==> config.mk <==
export PLATFORM = sky130hd
export DESIGN_NAME = regfile_access_ctrl
export DESIGN_NICKNAME = d
export VERILOG_FILES = /design/src/rtl/regfile_access_ctrl.sv
export SDC_FILE = /design/constraint.sdc
export NUM_CORES = 1
export LEC_CHECK = 0
export BUFFER_PORTS_ARGS = -buffer_cell sky130_fd_sc_hd__buf_2
export CORE_MARGIN = 2
export CORE_UTILIZATION = 48
export CTS_CLUSTER_DIAMETER = 50
export DETAILED_ROUTE_END_ITERATION = 8
export HOLD_SLACK_MARGIN = 0.15
export PLACE_DENSITY = 0.8
export SKIP_CTS_REPAIR_TIMING = 1
export SLEW_MARGIN = 25
export SYNTH_ARGS = -nofsm -noshare
export SYNTH_HDL_FRONTEND = slang
export SYNTH_SLANG_ARGS = --single-unit
==> constraint.sdc <==
create_clock -name clk -period 2.2 [get_ports clk]
set_clock_uncertainty 0.2 [all_clocks]
set_input_delay 0.33 -clock clk [delete_from_list [all_inputs] [get_ports clk]]
set_output_delay 0.33 -clock clk [all_outputs]
set_load 0.03 [all_outputs]
==> src/rtl/regfile_access_ctrl.sv <==
// Register-file access sequencer: valid/ready commands in, registered responses out.
// Optionally sweeps the whole file with INIT_VALUE after reset.
module regfile_access_ctrl #(
    parameter int                ADDR_W         = 5,
    parameter int                DATA_W         = 32,
    parameter logic [DATA_W-1:0] INIT_VALUE     = '0,
    parameter bit                CLEAR_ON_RESET = 1'b1
) (
    input  logic              clk,
    input  logic              rst_n,
    input  logic              cmd_valid,
    output logic              cmd_ready,
    input  logic              cmd_write,
    input  logic [ADDR_W-1:0] cmd_addr,
    input  logic [DATA_W-1:0] cmd_data,
    output logic              rsp_valid,
    input  logic              rsp_ready,
    output logic              rsp_write,
    output logic [DATA_W-1:0] rsp_data,
    output logic              init_done,
    output logic              rf_mode,
    output logic [ADDR_W-1:0] rf_waddr,
    output logic [DATA_W-1:0] rf_wdata,
    output logic [ADDR_W-1:0] rf_raddr,
    input  logic [DATA_W-1:0] rf_rdata
);

    typedef enum logic [2:0] {
        S_INIT,
        S_IDLE,
        S_WRITE,
        S_READ,
        S_RESP
    } state_t;

    state_t            state_q;
    logic [ADDR_W-1:0] cnt_q;
    logic [ADDR_W-1:0] cnt_d;
    logic              cmd_ready_q;
    logic              rsp_valid_q;
    logic              rsp_write_q;
    logic [DATA_W-1:0] rsp_data_q;
    logic              init_done_q;
    logic              rf_mode_q;
    logic [ADDR_W-1:0] rf_waddr_q;
    logic [DATA_W-1:0] rf_wdata_q;
    logic [ADDR_W-1:0] rf_raddr_q;

    assign cnt_d = cnt_q + 1'b1;

    always_ff @(posedge clk or negedge rst_n) begin
        if (!rst_n) begin
            state_q     <= CLEAR_ON_RESET ? S_INIT : S_IDLE;
            cnt_q       <= '0;
            cmd_ready_q <= 1'b0;
            rsp_valid_q <= 1'b0;
            rsp_write_q <= 1'b0;
            rsp_data_q  <= '0;
            init_done_q <= !CLEAR_ON_RESET;
            rf_mode_q   <= 1'b0;
            rf_waddr_q  <= '0;
            rf_wdata_q  <= '0;
            rf_raddr_q  <= '0;
        end else begin
            unique case (state_q)
                S_INIT: begin
                    // Last sweep write is on the bus when the address is all-ones.
                    if (rf_mode_q && (rf_waddr_q == '1)) begin
                        rf_mode_q   <= 1'b0;
                        init_done_q <= 1'b1;
                        cmd_ready_q <= 1'b1;
                        state_q     <= S_IDLE;
                    end else begin
                        rf_mode_q  <= 1'b1;
                        rf_waddr_q <= cnt_q;
                        rf_wdata_q <= INIT_VALUE;
                        cnt_q      <= cnt_d;
                    end
                end
                S_IDLE: begin
                    rf_mode_q <= 1'b0;
                    if (cmd_ready_q && cmd_valid) begin
                        cmd_ready_q <= 1'b0;
                        if (cmd_write) begin
                            rf_mode_q  <= 1'b1;
                            rf_waddr_q <= cmd_addr;
                            rf_wdata_q <= cmd_data;
                            state_q    <= S_WRITE;
                        end else begin
                            rf_raddr_q <= cmd_addr;
                            state_q    <= S_READ;
                        end
                    end else begin
                        cmd_ready_q <= 1'b1;
                    end
                end
                S_WRITE: begin
                    rf_mode_q   <= 1'b0;
                    rsp_valid_q <= 1'b1;
                    rsp_write_q <= 1'b1;
                    rsp_data_q  <= rf_wdata_q;
                    state_q     <= S_RESP;
                end
                S_READ: begin
                    rsp_valid_q <= 1'b1;
                    rsp_write_q <= 1'b0;
                    rsp_data_q  <= rf_rdata;
                    state_q     <= S_RESP;
                end
                S_RESP: begin
                    if (rsp_ready) begin
                        rsp_valid_q <= 1'b0;
                        cmd_ready_q <= 1'b1;
                        state_q     <= S_IDLE;
                    end
                end
                default: begin
                    rf_mode_q <= 1'b0;
                    state_q   <= S_IDLE;
                end
            endcase
        end
    end

    assign cmd_ready = cmd_ready_q;
    assign rsp_valid = rsp_valid_q;
    assign rsp_write = rsp_write_q;
    assign rsp_data  = rsp_data_q;
    assign init_done = init_done_q;
    assign rf_mode   = rf_mode_q;
    assign rf_waddr  = rf_waddr_q;
    assign rf_wdata  = rf_wdata_q;
    assign rf_raddr  = rf_raddr_q;

endmodule

[After elaboration in Yosys (flattened, before gate mapping)]
Index checks and enable logic that the tools add are counted.
Operators by class
  reductions and logical operators: 16
  bitwise operators: 2
  add/subtract/negate cells: 1
  multiplexer cells: 25
  equality and inequality tests: 10
Operators with widths (count)
  32-bit one-hot mux with 2 select lines: 2
  32-bit 2-to-1 mux: 3
  5-bit 2-to-1 mux: 3
  3-bit one-hot mux with 4 select lines: 1
  2-bit != test, second input constant: 5
  5-bit one-hot mux with 2 select lines: 1
  3-bit 2-to-1 mux: 3
  3-bit AND reduction: 3
  1-bit 2-to-1 mux: 8
  3-bit by 2-bit == test with 1-bit output, second input constant: 2
  1-bit one-hot mux with 3 select lines: 2
  2-bit AND reduction: 3
  2-bit nonzero test: 3
  5-bit by 1-bit adder with 5-bit output, second input constant: 1
  5-bit == test, second input constant: 1
  1-bit one-hot mux with 2 select lines: 2
  4-bit AND reduction: 1
  2-bit OR reduction: 2
  3-bit by 1-bit == test with 1-bit output, second input constant: 1
  3-bit == test, second input constant: 1
  3-bit zero test: 1
  3-bit nonzero test: 1
  1-bit logical AND: 2
  1-bit NOT: 2
Storage, ports and cells
  input port bits: 74
  bits in registers: 87

[Longest topological paths before layout]
  depth after elaboration: 4
  gate-level depth with buffers: 7

[Worst setup path before layout]
No wires, ideal clock.
  path kind: register to register
  start: reg rf_waddr_q[1] (netlist: rf_waddr[1])
  end: reg rf_waddr_q[4] (netlist: rf_waddr[4])
  clock period less this slack: 1.818 ns
  path buffers: 1
  stages on the path, launching flop included: 6
  path slack: 0.382 ns
  library setup time: 0.124 ns
  data arrival time: 1.494 ns
  cells stage by stage: dfrtp_1 -> nand2_1 -> o31a_2 -> nor2_4 -> buf_2 -> o21ai_1
On the way
  cells in the longest elaborated chain, start to end: 4
RTL lines
  start, declared: RTL line 45  | logic [ADDR_W-1:0] rf_waddr_q;
  start signal, assigned: RTL line 75  | rf_waddr_q <= cnt_q;
  start signal, assigned: RTL line 86  | rf_waddr_q <= cmd_addr;
  5-bit == test: RTL line 68  | if (rf_mode_q && (rf_waddr_q == '1)) begin
  1-bit logical AND: RTL line 68
  2-bit != test (no line)
  4-bit AND reduction (no line)
No other way between the ends.
A chain may end at the register's enable or synchronous reset.

[Worst setup path in the final report]
  start: reg state_q[1]
  end: reg rf_wdata_q[14] (netlist: rf_wdata[14])
On the way
  cells in the longest elaborated chain, start to end: 3
RTL lines
  start, declared: RTL line 36  | state_t state_q;
  start signal, assigned: RTL line 53  | state_q <= CLEAR_ON_RESET ? S_INIT : S_IDLE;
  3-bit by 1-bit == test with 1-bit output / 3-bit zero test (equally long branches): RTL line 65  | unique case (state_q)
  2-bit != test (no line) / 2-bit nonzero test (equally long branches)
  4-bit AND reduction (no line)
  end signal, assigned: RTL line 87  | rf_wdata_q <= cmd_data;
  end, declared: RTL line 46  | logic [DATA_W-1:0] rf_wdata_q;
Parallel ways exist; a longest one is shown, timed or not.

==> results.yml <==
finish:
  multi_input_area_um2: 1440
  n_fill_cell: 564
  area_growth_syn_to_layout_pct: 46.3
  nets: 626
  drive_above_1_share: 0.351
  final_cell_area_um2: 5470
  seq_area_um2: 2180
worst_setup_path:
  r2r_cells: 4
  r2r_end: "rf_wdata[14]"
  crit_start: "state_q[1]"
  critPathCaptureType: "flip-flop"
  regToRegSetupSlack_ns: 0.17
  worst_r2r_startpoint: "state_q[1]"
  cp.arrival_ns: 2.06
  critPathMaxFanout: 19
  crit_type: "flip-flop to flip-flop"
  crit_required_ns: 2.23
  worstSetupStartpointType: "flip-flop"
global_routing:
  grt_pass1_vias: 3018
  grt_pass1_wl_mm: 15.3
  overflow: 0
  grt.total_usage: 0.230
  antenna_found_initial: 1
  grt_max_degree: 68
clock_tree:
  cts_tree: "done"
  clk_path_buf_depth: 2
  cts_made_buffers: 9
  cts_root_buf: "clkbuf_8"
  clkLatencyLatePin_ns: 0.35
  htree_num_levels: 3
  clock-sinks: 87
  clk_pin_slew_ns: 0.09
yosys:
  syn_nets: 410
  yosys_warnings: 0
  synth.distinct_cells: 37
  syn-instance-count: 335
  avgSynthCellArea_um2: 11.2
  ys_ff_latch: 87
  synthesis.area_um2: 3740
  ys_seq_area_frac: 0.582
sta:
  worst_pin_slew_ns: 0.625
  post-route-min-period_ns: 2.03
  rsz0062_at_grt: "no"
  fin_crit_sh: 0.923
  max_freq_mhz: 492
  drv_slew: 0
  setup-violations-final: 0
  finalHoldViolations: 0
  slew_headroom: 0.583
  finalSetupTns_ns: 0
hold_path:
  hp-start: "rf_rdata[20]"
  whs_endpoint: "rsp_data[20]"
  holdPathStages: 3
  hold_class: "input port to flip-flop"
detailed_routing:
  drt_iter0_drc: 181
  drc: 0
  dr_total_vias: 3469
  firstDrtPassIters: 4
  wl_mm: 11.0
  antenna_left: 0
  viasPerCell: 5.26
  avgRoutedWirePerCell_um: 16.7
flow_run:
  max_cap_violations: 0
die:
  fp.dieW_um: 92.3
  io_pins: 153
  rows: 32
  dieArea_um2: 8520
  die_h_um: 92.3
  initial_core_util: 0.489
  coreArea_um2: 7650
pwr:
  power_mw: 8.17
  power_density_nw_per_um2: 1490
  peakVddDrop_mv: 0.952
  power.leakage_nw: 2.82
placed_design:
  dpl_cell_area_um2: 4630
  gp_congestion: 0.816
  dpl.hpwl_mm: 7.07
  port_buffers: 152
status:
  status: "finished, final reports clean"
==> worst max path at each step <==
| stage | endpoint | slack, ns | depth (start not counted) |
|---|---|---|---|
| floorplan | rf_waddr[4] | 0.38 | 5 |
| global placement | rf_waddr[0] | 0.29 | 4 |
| detailed placement | rf_wdata[14] | 0.20 | 4 |
| CTS | rf_wdata[14] | 0.18 | 4 |
| global route | rf_wdata[25] | 0.05 | 4 |
| finish | rf_wdata[14] | 0.17 | 4 |
==> cell usage in the layout, fill, tap and decap left out, drive strengths merged, types with 4 or more instances in the layout <==
cell           n
a21oi          5
a22o          19
buf          164
clkbuf        10
clkinv         4
dfrtp         87
dlygate4sd3   65
mux2           5
mux2i         37
nand2         57
nand3         18
nand4          4
o21ai         53
xnor2          4
==> registers in the layout (all words and copies together), names as in the netlist <==
signal	cells
cmd_ready	1
cnt_q	5
init_done	1
rf_mode	1
rf_raddr	5
rf_waddr	5
rf_wdata	32
rsp_data	32
rsp_valid	1
rsp_write	1
state_q	3
==> kinds of logic after synthesis <==
| kind of cell | Yosys count | synth area share |
|---|---|---|
| XOR/XNOR | 4 | 0.00936 |
| buffers and inverters | 26 | 0.0375 |
| flip-flops | 87 | 0.582 |
| multiplexers | 42 | 0.114 |
| AO/OA/AOI/OAI | 84 | 0.136 |
| AND/OR/NAND/NOR | 91 | 0.117 |
| adder cells (fa/ha/maj) | 1 | 0.00334 |
==> synth_stat cells (all sizes together) <==
library cell,n,area share
a21o,1,0.0020
a21oi,5,0.0067
a22o,19,0.044
a31oi,1,0.0017
and2b,1,0.0027
and3,1,0.0017
and4,1,0.0030
buf,20,0.031
clkbuf,4,0.0040
dfrtp,87,0.58
ha,1,0.0033
inv,2,0.0020
mux2,5,0.015
mux2i,37,0.099
nand2,57,0.057
nand2b,2,0.0033
nand3,18,0.024
nand3b,1,0.0020
nand4,4,0.0084
nor2,2,0.0040
nor3,2,0.0040
nor3b,2,0.0070
o21a,1,0.0020
o21ai,53,0.071
o22ai,1,0.0017
o311ai,1,0.0023
o31a,1,0.0027
o31ai,1,0.0020
xnor2,4,0.0094
==> layout make-up <==
| cell class | instances | area share |
|---|---|---|
| clock buffers | 10 | 0.0233 |
| inverters | 2 | 0.00137 |
| multi-input cells | 222 | 0.263 |
| well taps | 102 | 0.0233 |
| diodes | 1 | 0.000457 |
| flip-flops and latches | 87 | 0.398 |
| repair buffers | 229 | 0.279 |
| clock inverters | 6 | 0.0112 |
==> metal layers <==
layer / global-route usage / part of all wire / routed length, um
met1: 0.307 / 0.41 / 4500
met2: 0.377 / 0.52 / 5740
met3: 0.0411 / 0.047 / 515
met4: 0.0908 / 0.023 / 258
met5: 0 / 0 / 0
==> power by group <==
group          switching (mW)  internal [mW]
registers               0.535           2.27
clock network           0.561          0.522
logic                    2.80           1.48
total                    3.90           4.27
==> through the flow <==
stage | hold slack [ns] | setup WS (ns) | instances | utilization
after floorplan | -0.166 | 0.382 | 335 | -
after global placement | 0.137 | 0.286 | 577 | 0.606
after detailed placement | 0.145 | 0.202 | 577 | 0.606
after CTS | -0.239 | 0.183 | 593 | 0.630
after global routing | 0.143 | 0.0511 | 659 | 0.716
final | 0.106 | 0.169 | 659 | 0.716
==> worst max-delay path, cell delays in order, from the launching register on <==
cell and delay, ns:
dfrtp_1 0.52, nor3b_4 0.33, nand4_2 0.49, nand3_1 0.27, o21ai_1 0.10
No activity file was read; power rests on OpenSTA's default activity.
